[config.mk]
export PLATFORM = sky130hd
export DESIGN_NAME = warp_instr_fifo
export DESIGN_NICKNAME = d
export VERILOG_FILES = /design/src/rtl/warp_instr_fifo.sv
export SDC_FILE = /design/constraint.sdc
export NUM_CORES = 1
export LEC_CHECK = 0
export CAP_MARGIN = 20
export CORE_MARGIN = 3
export CORE_UTILIZATION = 25
export CTS_CLUSTER_SIZE = 40
export DETAILED_ROUTE_END_ITERATION = 8
export PLACE_DENSITY = 0.38
export SYNTH_ARGS = -nofsm -noshare
export SYNTH_HDL_FRONTEND = slang
export SYNTH_SLANG_ARGS = --single-unit
[constraint.sdc]
create_clock -name clk -period 6.9 [get_ports clk]
set_clock_uncertainty 0.1 [all_clocks]
set_input_delay 1.38 -clock clk [delete_from_list [all_inputs] [get_ports clk]]
set_output_delay 1.38 -clock clk [all_outputs]
set_load 0.05 [all_outputs]
[src/rtl/warp_instr_fifo.sv]
// warp_instr_fifo: per-warp DEPTH-entry decoded-instruction FIFOs with flush; define INSTR_FIFO_ERR_EN for sticky overflow/underflow flags
module warp_instr_fifo #(
  parameter int NUM_WARPS = 4,
  parameter int DEPTH     = 4,
  parameter int OPC_W     = 4,
  parameter int REG_W     = 4,
  parameter int IMM_W     = 4,
  parameter int ARR_W     = 2,
  parameter int WARP_W    = $clog2(NUM_WARPS),
  parameter int CNT_W     = $clog2(DEPTH) + 1
) (
  input  logic                 clk,
  input  logic                 reset,
  input  logic                 wr_valid,
  input  logic [WARP_W-1:0]    wr_warp,
  input  logic [OPC_W-1:0]     opcode_in,
  input  logic [REG_W-1:0]     target_reg_in,
  input  logic [REG_W-1:0]     address_reg_in,
  input  logic [IMM_W-1:0]     imm_short_in,
  input  logic [ARR_W-1:0]     array_id_in,
  output logic [NUM_WARPS-1:0] wr_ready,
  input  logic                 issue_en,
  input  logic [WARP_W-1:0]    issue_warp,
  input  logic [NUM_WARPS-1:0] flush,
  output logic [NUM_WARPS-1:0] head_valid,
  output logic [OPC_W-1:0]     opcode_out      [NUM_WARPS],
  output logic [REG_W-1:0]     target_reg_out  [NUM_WARPS],
  output logic [REG_W-1:0]     address_reg_out [NUM_WARPS],
  output logic [IMM_W-1:0]     imm_short_out   [NUM_WARPS],
  output logic [ARR_W-1:0]     array_id_out    [NUM_WARPS],
  output logic [CNT_W-1:0]     count           [NUM_WARPS]
`ifdef INSTR_FIFO_ERR_EN
  ,
  output logic [NUM_WARPS-1:0] err_overflow,
  output logic [NUM_WARPS-1:0] err_underflow
`endif
);
  localparam int PTR_W = $clog2(DEPTH);
  localparam int ENT_W = OPC_W + 2 * REG_W + IMM_W + ARR_W;
  logic [ENT_W-1:0] wdata;
  assign wdata = {opcode_in, target_reg_in, address_reg_in, imm_short_in, array_id_in};
  for (genvar w = 0; w < NUM_WARPS; w++) begin : g_warp
    logic [ENT_W-1:0] mem [DEPTH];
    logic [PTR_W-1:0] rd_ptr, wr_ptr;
    logic [CNT_W-1:0] cnt;
    logic sel_wr, sel_rd, push, pop;
    assign sel_wr = wr_valid && (wr_warp == WARP_W'(w));
    assign sel_rd = issue_en && (issue_warp == WARP_W'(w));
    // ready/valid come only from registered count, so a same-cycle pop never unblocks a push to a full warp
    assign wr_ready[w]   = cnt != CNT_W'(DEPTH);
    assign head_valid[w] = cnt != '0;
    assign push = sel_wr && wr_ready[w];
    assign pop  = sel_rd && head_valid[w];
    assign count[w] = cnt;
    assign {opcode_out[w], target_reg_out[w], address_reg_out[w], imm_short_out[w], array_id_out[w]} = mem[rd_ptr];
    always_ff @(posedge clk or negedge reset)
      if (!reset) begin
        rd_ptr <= '0;
        wr_ptr <= '0;
        cnt    <= '0;
        for (int d = 0; d < DEPTH; d++) mem[d] <= '0;
      end else if (flush[w]) begin
        rd_ptr <= '0;
        wr_ptr <= '0;
        cnt    <= '0;
      end else begin
        if (push) mem[wr_ptr] <= wdata;
        wr_ptr <= wr_ptr + PTR_W'(push);
        rd_ptr <= rd_ptr + PTR_W'(pop);
        cnt    <= cnt + CNT_W'(push) - CNT_W'(pop);
      end
`ifdef INSTR_FIFO_ERR_EN
    logic ovf, unf;
    assign err_overflow[w]  = ovf;
    assign err_underflow[w] = unf;
    always_ff @(posedge clk or negedge reset)
      if (!reset) begin
        ovf <= 1'b0;
        unf <= 1'b0;
      end else if (flush[w]) begin
        ovf <= 1'b0;
        unf <= 1'b0;
      end else begin
        ovf <= ovf || (sel_wr && !wr_ready[w]);
        unf <= unf || (sel_rd && !head_valid[w]);
      end
`endif
  end
endmodule

==> impl_metrics.env <==
export IMPL_worst_pin_slew_ns=1.08
export IMPL_wl_met3_mm=1.58
export IMPL_grt_pass1_vias=8527
export IMPL_die_area_um2=59800
export IMPL_antenna_found_initial=1
export IMPL_cts_tree="yes"
export IMPL_grt_overflow_total=0
export IMPL_post_dp_hpwl_mm=22.7
export IMPL_drt_initial_drc_count=323
export IMPL_root_buffer="clkbuf_16"
export IMPL_r2r_setup_slack_ns=4.25
export IMPL_dr_pass1_iters=4
export IMPL_min_period_over_period=0.631
export IMPL_yosys_warnings=0
export IMPL_worst_setup_path_start_kind="flip-flop"
export IMPL_setup_tns_final_ns=0
export IMPL_core_area_um2=55600
export IMPL_layout_drive_gt1_share=0.456
export IMPL_fillerInstances=5499
export IMPL_async_flop_share=1.00
export IMPL_io_pins=122
export IMPL_synth_fp_nets=903
export IMPL_synth_edf_count=0
export IMPL_die_h_um=244
export IMPL_min_path_cells=1
export IMPL_num_vias=7675
export IMPL_cts_resized=0
export IMPL_synthesis_area_um2=14200
export IMPL_cts_buffers=39
export IMPL_final_hold_viol_count=0
export IMPL_reg2reg_to="g_warp[2].cnt[2]"
export IMPL_chipWidth_um=244
export IMPL_wl_met2_mm=17.0
export IMPL_rsz0062_at_grt="false"
export IMPL_n_antenna_cell=0
export IMPL_synth_main_ff_cell="dfrtp_1"
export IMPL_yosysSeqAreaShare=0.556
export IMPL_h_tree_depth=2
export IMPL_arrival_ns=2.87
export IMPL_initial_core_util=0.256
export IMPL_grt_pass1_wl_mm=56.1
export IMPL_worstRegToRegCells=10
export IMPL_routed_wl_mm=36.0
export IMPL_cts_setup_buffers=0
export IMPL_gp_congestion=0.667
export IMPL_rows=86
export IMPL_synthToLayoutAreaGrowth_pct=23.0
export IMPL_groute_usage_overall=0.124
export IMPL_power_density_nw_per_um2=351
export IMPL_wl_per_cell_um=20.6
export IMPL_grt_max_degree=112
export IMPL_synth_cell_types=38
export IMPL_cts_clk_slew_worst_paths_ns=0.06
export IMPL_hp_class="reg2reg"
export IMPL_final_cell_area_um2=17500
export IMPL_critical_path_required_ns=5.42
export IMPL_top_layer="met5"
export IMPL_crit_type="reg2out"
export IMPL_relSlewSlack=0.282
export IMPL_fmax_mhz=230
export IMPL_fin_crit_ns=4.35
export IMPL_min_delay_start="g_warp[2].mem[29]"
export IMPL_critPathMaxFanout=19
export IMPL_p_leak_nw=7.91
export IMPL_cts_path_max_buffers=3
export IMPL_vias_per_cell=4.40
export IMPL_placed_area_um2=16100
export IMPL_syn_inst=853
export IMPL_drc=0
export IMPL_postRouteAntennaNets=0
export IMPL_ir_drop_v=0.000159
export IMPL_cts_sinks=316
export IMPL_ys_ff_latch=316
export IMPL_reg2reg_from="g_warp[2].cnt[1]"
export IMPL_holdPathEnd="g_warp[2].mem[29]"
export IMPL_clkLatencyLatePin_ns=0.54
export IMPL_ctsHoldBuffers=0
export IMPL_place_inst=1675
export IMPL_syn_area_per_cell_um2=16.7
export IMPL_fin_cells=1746
export IMPL_outcome="completed"
export IMPL_drv_cap=0
export IMPL_final_nets=1019
export IMPL_drv_slew=0
export IMPL_end_kind="output pin"
export IMPL_drt_met1_wl_mm=16.7
export IMPL_setup_viol=0
export IMPL_numPortBuffers=121
==> cell type report <==
type                            instances  area [µm²]  share of cell area
Clock buffer                           58        1190              0.0681
Sequential cell                       316        7910               0.452
Inverter                               12        45.0             0.00258
Clock inverter                         12         146             0.00837
Tap cell                              748         936              0.0535
Multi-Input combinational cell        468        5910               0.338
Timing Repair Buffer                  132        1340              0.0769
==> stage by stage <==
step | power [mW] | hold slack (ns) | setup WS (ns) | utilization
2_1_floorplan | 3.45 | 0.374 | 3.81 | -
3_3_place_gp | 4.07 | 0.382 | 2.79 | 0.290
3_5_place_dp | 4.08 | 0.388 | 2.78 | 0.290
4_1_cts | 6.28 | 0.400 | 2.40 | 0.314
5_1_grt | 6.45 | 0.411 | 2.41 | 0.314
6_report | 6.13 | 0.397 | 2.55 | 0.314
==> power breakdown <==
| group | switching (mW) | total (mW) | internal (mW) | leakage, nW |
|---|---|---|---|---|
| logic | 1.06 | 1.77 | 0.715 | 3.03 |
| clock network | 0.822 | 2.13 | 1.31 | 0.652 |
| registers | 0.129 | 2.23 | 2.11 | 4.23 |
| total | 2.01 | 6.13 | 4.13 | 7.91 |
==> cells by family after synthesis <==
kind of cell | share of synthesized area
multiplexers | 0.345
flip-flops | 0.556
AND/OR/NAND/NOR | 0.0415
buffers and inverters | 0.0279
adder cells (fa/ha/maj) | 0.0197
XOR/XNOR | 0.00986
==> how the worst max path moves through the flow <==
| stage | slack (ns) | depth (start not counted) | startpoint | end |
|---|---|---|---|---|
| final | 2.55 | 2 | g_warp[2].rd_ptr[1] | opcode_out[5] |
| after global routing | 2.41 | 2 | g_warp[2].rd_ptr[1] | target_reg_out[6] |
| after CTS | 2.40 | 2 | g_warp[1].rd_ptr[1] | address_reg_out[9] |
| after detailed placement | 2.78 | 4 | flush[0] | g_warp[0].mem[12] |
| after global placement | 2.79 | 4 | flush[0] | g_warp[0].mem[16] |
| after floorplan | 3.81 | 3 | g_warp[1].rd_ptr[0] | address_reg_out[10] |
==> cell usage after synthesis, types with 3 or more instances <==
| cell | instances | area [µm²] |
|---|---|---|
| nand4b_2 | 6 | 90.1 |
| xnor2_1 | 12 | 105 |
| or3b_1 | 3 | 26.3 |
| and4_1 | 4 | 35.0 |
| mux2_2 | 278 | 3130 |
| buf_4 | 6 | 45.0 |
| nor4b_4 | 3 | 71.3 |
| mux4_2 | 72 | 1620 |
| fa_1 | 4 | 80.1 |
| inv_1 | 12 | 45.0 |
| buf_2 | 23 | 115 |
| nor2_1 | 20 | 75.1 |
| nand3_2 | 3 | 30.0 |
| ha_1 | 16 | 200 |
| mux2_4 | 10 | 150 |
| dfrtp_1 | 316 | 7910 |
| clkbuf_1 | 15 | 56.3 |
| xor2_1 | 4 | 35.0 |
| or3_1 | 4 | 25.0 |
| dlygate4sd3_1 | 10 | 100 |
| nor2b_1 | 12 | 75.1 |
==> critical path: stages (launching register included) <==
cell and delay (ns):
dfrtp_1 1.04, mux4_2 0.44, clkdlybuf4s50_1 0.83
==> sequential cells by signal, indices dropped and copies added, names as in the netlist <==
signal,count
g_warp.mem,288
g_warp.cnt,12
g_warp.rd_ptr,8
g_warp.wr_ptr,8
==> per-layer routing <==
metal / track usage / vias to the layer above
met1: 0.167 / 4096
met4: 0.0346 / 2
met2: 0.202 / 138
met5: 0 / -
li1: - / 3393
met3: 0.0258 / 46
==> layout by cell type, fill, tap and decap left out, drive strengths merged, types with 2 or more instances in the layout <==
cell and count:
inv 13, nand2 2, nand4b 7, ha 16, clkbuf 58, clkinv 5, dfrtp 316, fa 4
nor2b 12, nor4b 3, and2b 2, or3b 3, xor2 4, nand3 4, and4b 3, or3 4
and4 4, mux2 288, nor2 20, xnor2 12, mux4 72, clkinvlp 3, buf 12, bufinv 3
clkdlybuf4s50 120, and4bb 2
Power figures use the tool's default switching activity.
==> RTL edit 1 (same flow settings) <==
Build with the macro `INSTR_FIFO_ERR_EN` defined.
--- a/src/rtl/warp_instr_fifo.sv
+++ b/src/rtl/warp_instr_fifo.sv
@@ -1,4 +1,6 @@
 // warp_instr_fifo: per-warp DEPTH-entry decoded-instruction FIFOs with flush; define INSTR_FIFO_ERR_EN for sticky overflow/underflow flags
+`define INSTR_FIFO_ERR_EN
+
 module warp_instr_fifo #(
   parameter int NUM_WARPS = 4,
   parameter int DEPTH     = 4,
New outputs: err_overflow and err_underflow. Function: not settled (the Yosys comparison gave no result); the edit may change what the design does.
==> RTL edit 1 against the unedited design <==
Die area up 2.9%. Cell area up 3.2%. Power up 1.2%. Sequential cell count up 8. Sequential share of layout area down 0.27 points. Routed wire length up 3.2%. Maximum frequency up 0.61%. Setup slack better by 0.026 ns. Synthesized area up 3.0%. Largest cell class unchanged. Largest power group unchanged.
==> RTL edit 1: results (changes against the unedited design) <==
| Metric | Value |
|---|---|
| Status | `finished clean (unchanged)` |
| Ys flop type | `dfrtp_1 (unchanged)` |
| DR vias/cell | `4.39 (was 4.40)` |
| First-pass DRT Iterations | `4 (unchanged)` |
| Hold WC Path Type | `reg2reg (unchanged)` |
| Cell variety after synth | `28 (was 38)` |
| VDD IR max | `0.000159 V (about the same)` |
| Fin nets | `1085 (was 1019)` |
| Post-cts sizing count | `0 (unchanged)` |
| M1 WL | `17000 µm (was 16700 µm)` |
| GRT Resource Usage Total | `12.5% (was 12.4%)` |
| H-tree depth | `2 (unchanged)` |
| CTS buffer count | `41 (was 39)` |
| Leakage Power | `7.87 nW (was 7.91 nW)` |
| Dpl hpwl | `23600 µm (was 22700 µm)` |
| Global-route wire length before repair | `57900 µm (was 56100 µm)` |
| DR top layer | `met4 (was met5)` |
| Antenna violations before repair | `0 (was 1)` |
| Worst slew pin tran | `1.03 ns (was 1.08 ns)` |
| Metal3 WL | `1340 µm (was 1580 µm)` |
| Share of layout cells above drive strength 1 | `43.4% (was 45.6%)` |
| Routed WL | `37100 µm (was 36000 µm)` |
| Later-pin clock latency in the skew report | `~0.55 ns` |
| P_sw | `2.07 mW (was 2.01 mW)` |
| Largest net degree at the start of global routing | `115 (was 112)` |
| Routability cong. | `0.685 (was 0.667)` |
| Setup slack after placement | `2.68 ns (was 2.78 ns)` |
| Sequential fraction of the synthesis area | `55.4% (was 55.6%)` |
| Synth cell count leaders | `dfrtp_1, mux2_2, mux4_2 (unchanged)` |
| Clk pin slew, worst setup/hold paths | `0.06 ns (about the same)` |
| Clock tree buffer depth | `3 (unchanged)` |
| Met2 WL post-DR | `18100 µm (was 17000 µm)` |
| Ranking of synthesized cells by area | `dfrtp_1, mux2_2, mux4_2, nor4_4, ha_1 (was dfrtp_1, mux2_2, mux4_2, ha_1, mux2_4)` |
| Post-synth ARST share | `100% (unchanged)` |
| Post-CTS Setup Bufs | `0 (unchanged)` |
| Biggest regs | `g_warp.mem: 288 flops, g_warp.cnt: 12 flops (unchanged)` |
| Antenna Cells | `0 (unchanged)` |
| Max FO, Critical Path | `14 (was 19)` |
| Clk root buf | `clkbuf_16 (unchanged)` |
| Post-Syn Nets | `955 (was 903)` |
| 1st-iter DRT viols | `299 (was 323)` |
| Fillers | `5703 (was 5499)` |
| Vias in the first global route | `8924 (was 8527)` |
| WP data arrival | `2.85 ns (was 2.87 ns)` |
| Yosys Warn Count | `0 (unchanged)` |
| PortBufs | `129 (was 121)` |
-- RTL edit 1: cell types whose count changed after synthesis, moves of 10 or more --
cell	unedited run	this run
buf_2	23	4
clkbuf_1	15	31
buf_4	6	21
nor2_1	20	32
nor4_4	0	12
dlygate4sd3_1	10	0
inv_1	12	22
mux2_4	10	0
-- RTL edit 1: per-stage QoR --
stage / hold slack (ns) / cells / instance area, µm²
6_report: 0.385 / 1830 / 18000
5_1_grt: 0.403 / 1830 / 18000
3_5_place_dp: 0.374 / 1757 / 16700
3_3_place_gp: 0.366 / 1757 / 16700
4_1_cts: 0.388 / 1830 / 18000
2_1_floorplan: 0.353 / 905 / 14600
-- RTL edit 1: final timing paths --
kind	startpoint	endpoint	slack, ns	cells past startpoint
max in group asynchronous	reset	g_warp[0].mem[63]$_DFFE_PN0P_	4.56	2
worst min-delay path	g_warp[2].mem[37]$_DFFE_PN0P_	g_warp[2].mem[37]$_DFFE_PN0P_	0.39	1
worst max-delay path	g_warp[2].rd_ptr[0]$_DFF_PN0_	opcode_out[7]	2.57	3
worst min register to register	g_warp[2].mem[37]$_DFFE_PN0P_	g_warp[2].mem[37]$_DFFE_PN0P_	0.39	1
worst max register to register	g_warp[1].cnt[1]$_DFF_PN0_	g_warp[1].cnt[2]$_DFF_PN0_	4.08	10
min in group asynchronous	reset	g_warp[3].mem[37]$_DFFE_PN0P_	0.79	1
-- RTL edit 1: cell families after synthesis --
family	after synthesis	share of synthesized area [%]
adder cells (fa/ha/maj)	20	1.91
AND/OR/NAND/NOR	91	5.11
XOR/XNOR	16	0.957
multiplexers	360	33.2
buffers and inverters	86	3.03
AO/OA/AOI/OAI	8	0.410
flip-flops	324	55.4
-- RTL edit 1: cell type report --
type                            instances  share of cell area (%)
Inverter                               22                   0.458
Multi-Input combinational cell        495                    33.8
Clock inverter                         14                   0.749
Tap cell                              765                    5.31
Timing Repair Buffer                  151                    8.17
Sequential cell                       324                    45.0
Clock buffer                           59                    6.57
-- RTL edit 1: worst max-delay path: stages, from the launching register on --
cell             delay [ns]
dfrtp_1                0.55
buf_4                  0.38
mux4_2                 0.62
clkdlybuf4s50_1        0.74
-- RTL edit 1: metal layers --
layer	up-vias	global-route usage (%)
met5	-	0
met1	4329	16.7
met4	0	3.02
met3	47	2.69
li1	3566	-
met2	99	20.6
-- RTL edit 1: power groups by stage --
stage | clock (mW) | sequential (mW) | combinational (mW)
after floorplan | 0 | 2.32 | 1.21
after global placement | 0 | 2.33 | 1.83
after detailed placement | 0 | 2.33 | 1.83
after CTS | 2.21 | 2.31 | 1.84
after global routing | 2.29 | 2.34 | 1.90
final | 2.11 | 2.30 | 1.80
==> RTL edit 2 (config.mk and constraints unchanged) <==
Made on the original files. Add an input register stage for `target_reg_in`; this delays it by one clock. The other inputs are not delayed to match.
--- a/src/rtl/warp_instr_fifo.sv
+++ b/src/rtl/warp_instr_fifo.sv
@@ -37,8 +37,15 @@
 );
   localparam int PTR_W = $clog2(DEPTH);
   localparam int ENT_W = OPC_W + 2 * REG_W + IMM_W + ARR_W;
+
+  logic [REG_W-1:0] target_reg_q;
+
+  always_ff @(posedge clk) begin
+      target_reg_q <= target_reg_in;
+  end
+
   logic [ENT_W-1:0] wdata;
-  assign wdata = {opcode_in, target_reg_in, address_reg_in, imm_short_in, array_id_in};
+  assign wdata = {opcode_in, target_reg_q, address_reg_in, imm_short_in, array_id_in};
   for (genvar w = 0; w < NUM_WARPS; w++) begin : g_warp
     logic [ENT_W-1:0] mem [DEPTH];
     logic [PTR_W-1:0] rd_ptr, wr_ptr;
Behaviour: not the same (a bounded check fails within 4 cycles, from zero or initial values and one cycle with reset low).
==> RTL edit 2 against the unedited design <==
Via count grew 0.26%. Sequential cell count is 4 higher. First-iteration DRC count shrank 15%. Setup slack worse by 0.0022 ns. Cell area rose by 0.63%. Power fell by 0.21%. Routed wire length is 0.87% higher. Synthesized area grew 0.56%. Critical endpoint is now imm_short_out[7]. Largest power group unchanged. Highest routed layer is now met4.
==> RTL edit 2: results (changes against the unedited design) <==
| Metric | Value |
|---|---|
| CTS buffer count | `41 (was 39)` |
| Ranking of synthesized cells by area | `dfrtp_1, mux2_2, mux4_2, ha_1, mux2_4 (unchanged)` |
| Biggest regs | `g_warp.mem: 288 flops, g_warp.cnt: 12 flops (unchanged)` |
| Sequential fraction of the synthesis area | `55.9% (was 55.6%)` |
| Wire length per cell | `20.6 µm (about the same)` |
| Max-slew headroom | `29.3% (was 28.2%)` |
| Clk pin slew, worst setup/hold paths | `roughly 0.05 ns` |
| Ys flop type | `dfrtp_1 (unchanged)` |
| Later-pin clock latency in the skew report | `between 0.5 and 0.6 ns` |
| Vias in the first global route | `8540 (was 8527)` |
| Detailed-route via count | `7695 (was 7675)` |
| Hold WC Path Type | `reg2reg (unchanged)` |
| CP Capture Point | `imm_short_out[7] (was opcode_out[5])` |
| Post-synth ARST share | `98.8% (was 100%)` |
| VDD IR max | `0.000215 V (was 0.000159 V)` |
| WP data arrival | `2.88 ns (was 2.87 ns)` |
| PortBufs | `121 (unchanged)` |
| Cell area after placement | `16200 µm² (was 16100 µm²)` |
| Post-cts sizing count | `0 (unchanged)` |
| Max FO, Critical Path | `19 (unchanged)` |
| H-tree depth | `2 (unchanged)` |
| Post-CTS Setup Bufs | `0 (unchanged)` |
| Clk root buf | `clkbuf_16 (unchanged)` |
| R2r worst-path depth | `10 (unchanged)` |
| 1st-iter DRT viols | `273 (was 323)` |
| Share of layout cells above drive strength 1 | `44.9% (was 45.6%)` |
| Routability cong. | `0.669 (was 0.667)` |
| Max Transition Viols Final | `0 (unchanged)` |
| Cell variety after synth | `39 (was 38)` |
| RR Startpoint | `g_warp[2].cnt[1]$_DFF_PN0_ (unchanged)` |
| Synth cell count leaders | `dfrtp_1, mux2_2, mux4_2 (unchanged)` |
| First-pass DRT Iterations | `4 (unchanged)` |
| Clock tree buffer depth | `3 (unchanged)` |
| Yosys Warn Count | `0 (unchanged)` |
| Antenna Cells | `0 (unchanged)` |
| R2R Setup Slk | `4.27 ns (was 4.25 ns)` |
| Status | `finished clean (unchanged)` |
| Fin nets | `1028 (was 1019)` |
| Dpl hpwl | `22500 µm (was 22700 µm)` |
| Antenna violations before repair | `0 (was 1)` |
| Global-route wire length before repair | `56200 µm (was 56100 µm)` |
| Worst reg2reg endpoint | `g_warp[2].cnt[2]$_DFF_PN0_ (unchanged)` |
| Leakage Power | `7.95 nW (was 7.91 nW)` |
| Origin of the worst setup path | `g_warp[2].rd_ptr[1]$_DFF_PN0_ (unchanged)` |
| Post-Syn Nets | `907 (was 903)` |
| GRT Resource Usage Total | `12.4% (about the same)` |
| Largest net degree at the start of global routing | `149 (was 112)` |
-- RTL edit 2: changes by cell type after synthesis, sizes merged --
| cell | before | now |
|---|---|---|
| buf | 32 | 34 |
| clkbuf | 15 | 13 |
| dfxtp | 0 | 4 |
-- RTL edit 2: final cells by class --
class | count | area (µm²)
fillers | 5560 | 38900
flip-flops and latches | 320 | 7990
multi-input cells | 468 | 5910
repair buffers | 135 | 1380
clock buffers | 69 | 1260
well taps | 756 | 946
clock inverters | 4 | 52.6
inverters | 12 | 45.0
-- RTL edit 2: kinds of logic after synthesis --
| family | synth area share [%] |
|---|---|
| xor+xnor | 0.980 |
| fa+ha+maj | 1.96 |
| buf+inv | 2.77 |
| flops | 55.9 |
| mux | 34.3 |
| simple gates | 4.13 |
-- RTL edit 2: critical path: stages (launching register included) --
cell and delay [ns]:
dfrtp_1 1.04, mux4_2 0.45, clkdlybuf4s50_1 0.83
-- RTL edit 2: power breakdown --
| group | switching, mW | internal (mW) | total, mW |
|---|---|---|---|
| Clock | 0.818 | 1.28 | 2.10 |
| Combinational | 1.04 | 0.713 | 1.75 |
| Sequential | 0.146 | 2.13 | 2.28 |
-- RTL edit 2: routing by layer --
| layer | vias to the layer above | global-route usage [%] | wire length, µm |
|---|---|---|---|
| met1 | 4122 | 17.6 | 17700 |
| met3 | 45 | 3.14 | 1660 |
| met5 | - | 0 | 0 |
| met2 | 128 | 18.9 | 16300 |
| li1 | 3400 | - | - |
| met4 | 0 | 2.92 | 605 |
-- RTL edit 2: metrics by stage --
stage,instances,setup slack (ns),power [mW]
after detailed placement,1689,2.79,4.09
after global routing,1764,2.40,6.42
after CTS,1762,2.40,6.26
after floorplan,857,3.81,3.47
after global placement,1688,2.84,4.08
final,1764,2.54,6.12
-- RTL edit 2: worst min-delay path by stage --
stage	to	slack, ns	cells after the start	startpoint
6_report	g_warp[2].mem[24]$_DFFE_PN0P_	0.40	1	g_warp[2].mem[24]$_DFFE_PN0P_
5_1_grt	g_warp[1].mem[33]$_DFFE_PN0P_	0.41	1	g_warp[1].mem[33]$_DFFE_PN0P_
4_1_cts	g_warp[2].mem[24]$_DFFE_PN0P_	0.40	1	g_warp[2].mem[24]$_DFFE_PN0P_
3_5_place_dp	g_warp[2].mem[24]$_DFFE_PN0P_	0.39	1	g_warp[2].mem[24]$_DFFE_PN0P_
3_3_place_gp	g_warp[2].mem[23]$_DFFE_PN0P_	0.38	1	g_warp[2].mem[23]$_DFFE_PN0P_
2_1_floorplan	g_warp[0].mem[25]$_DFFE_PN0P_	0.37	1	g_warp[0].mem[25]$_DFFE_PN0P_
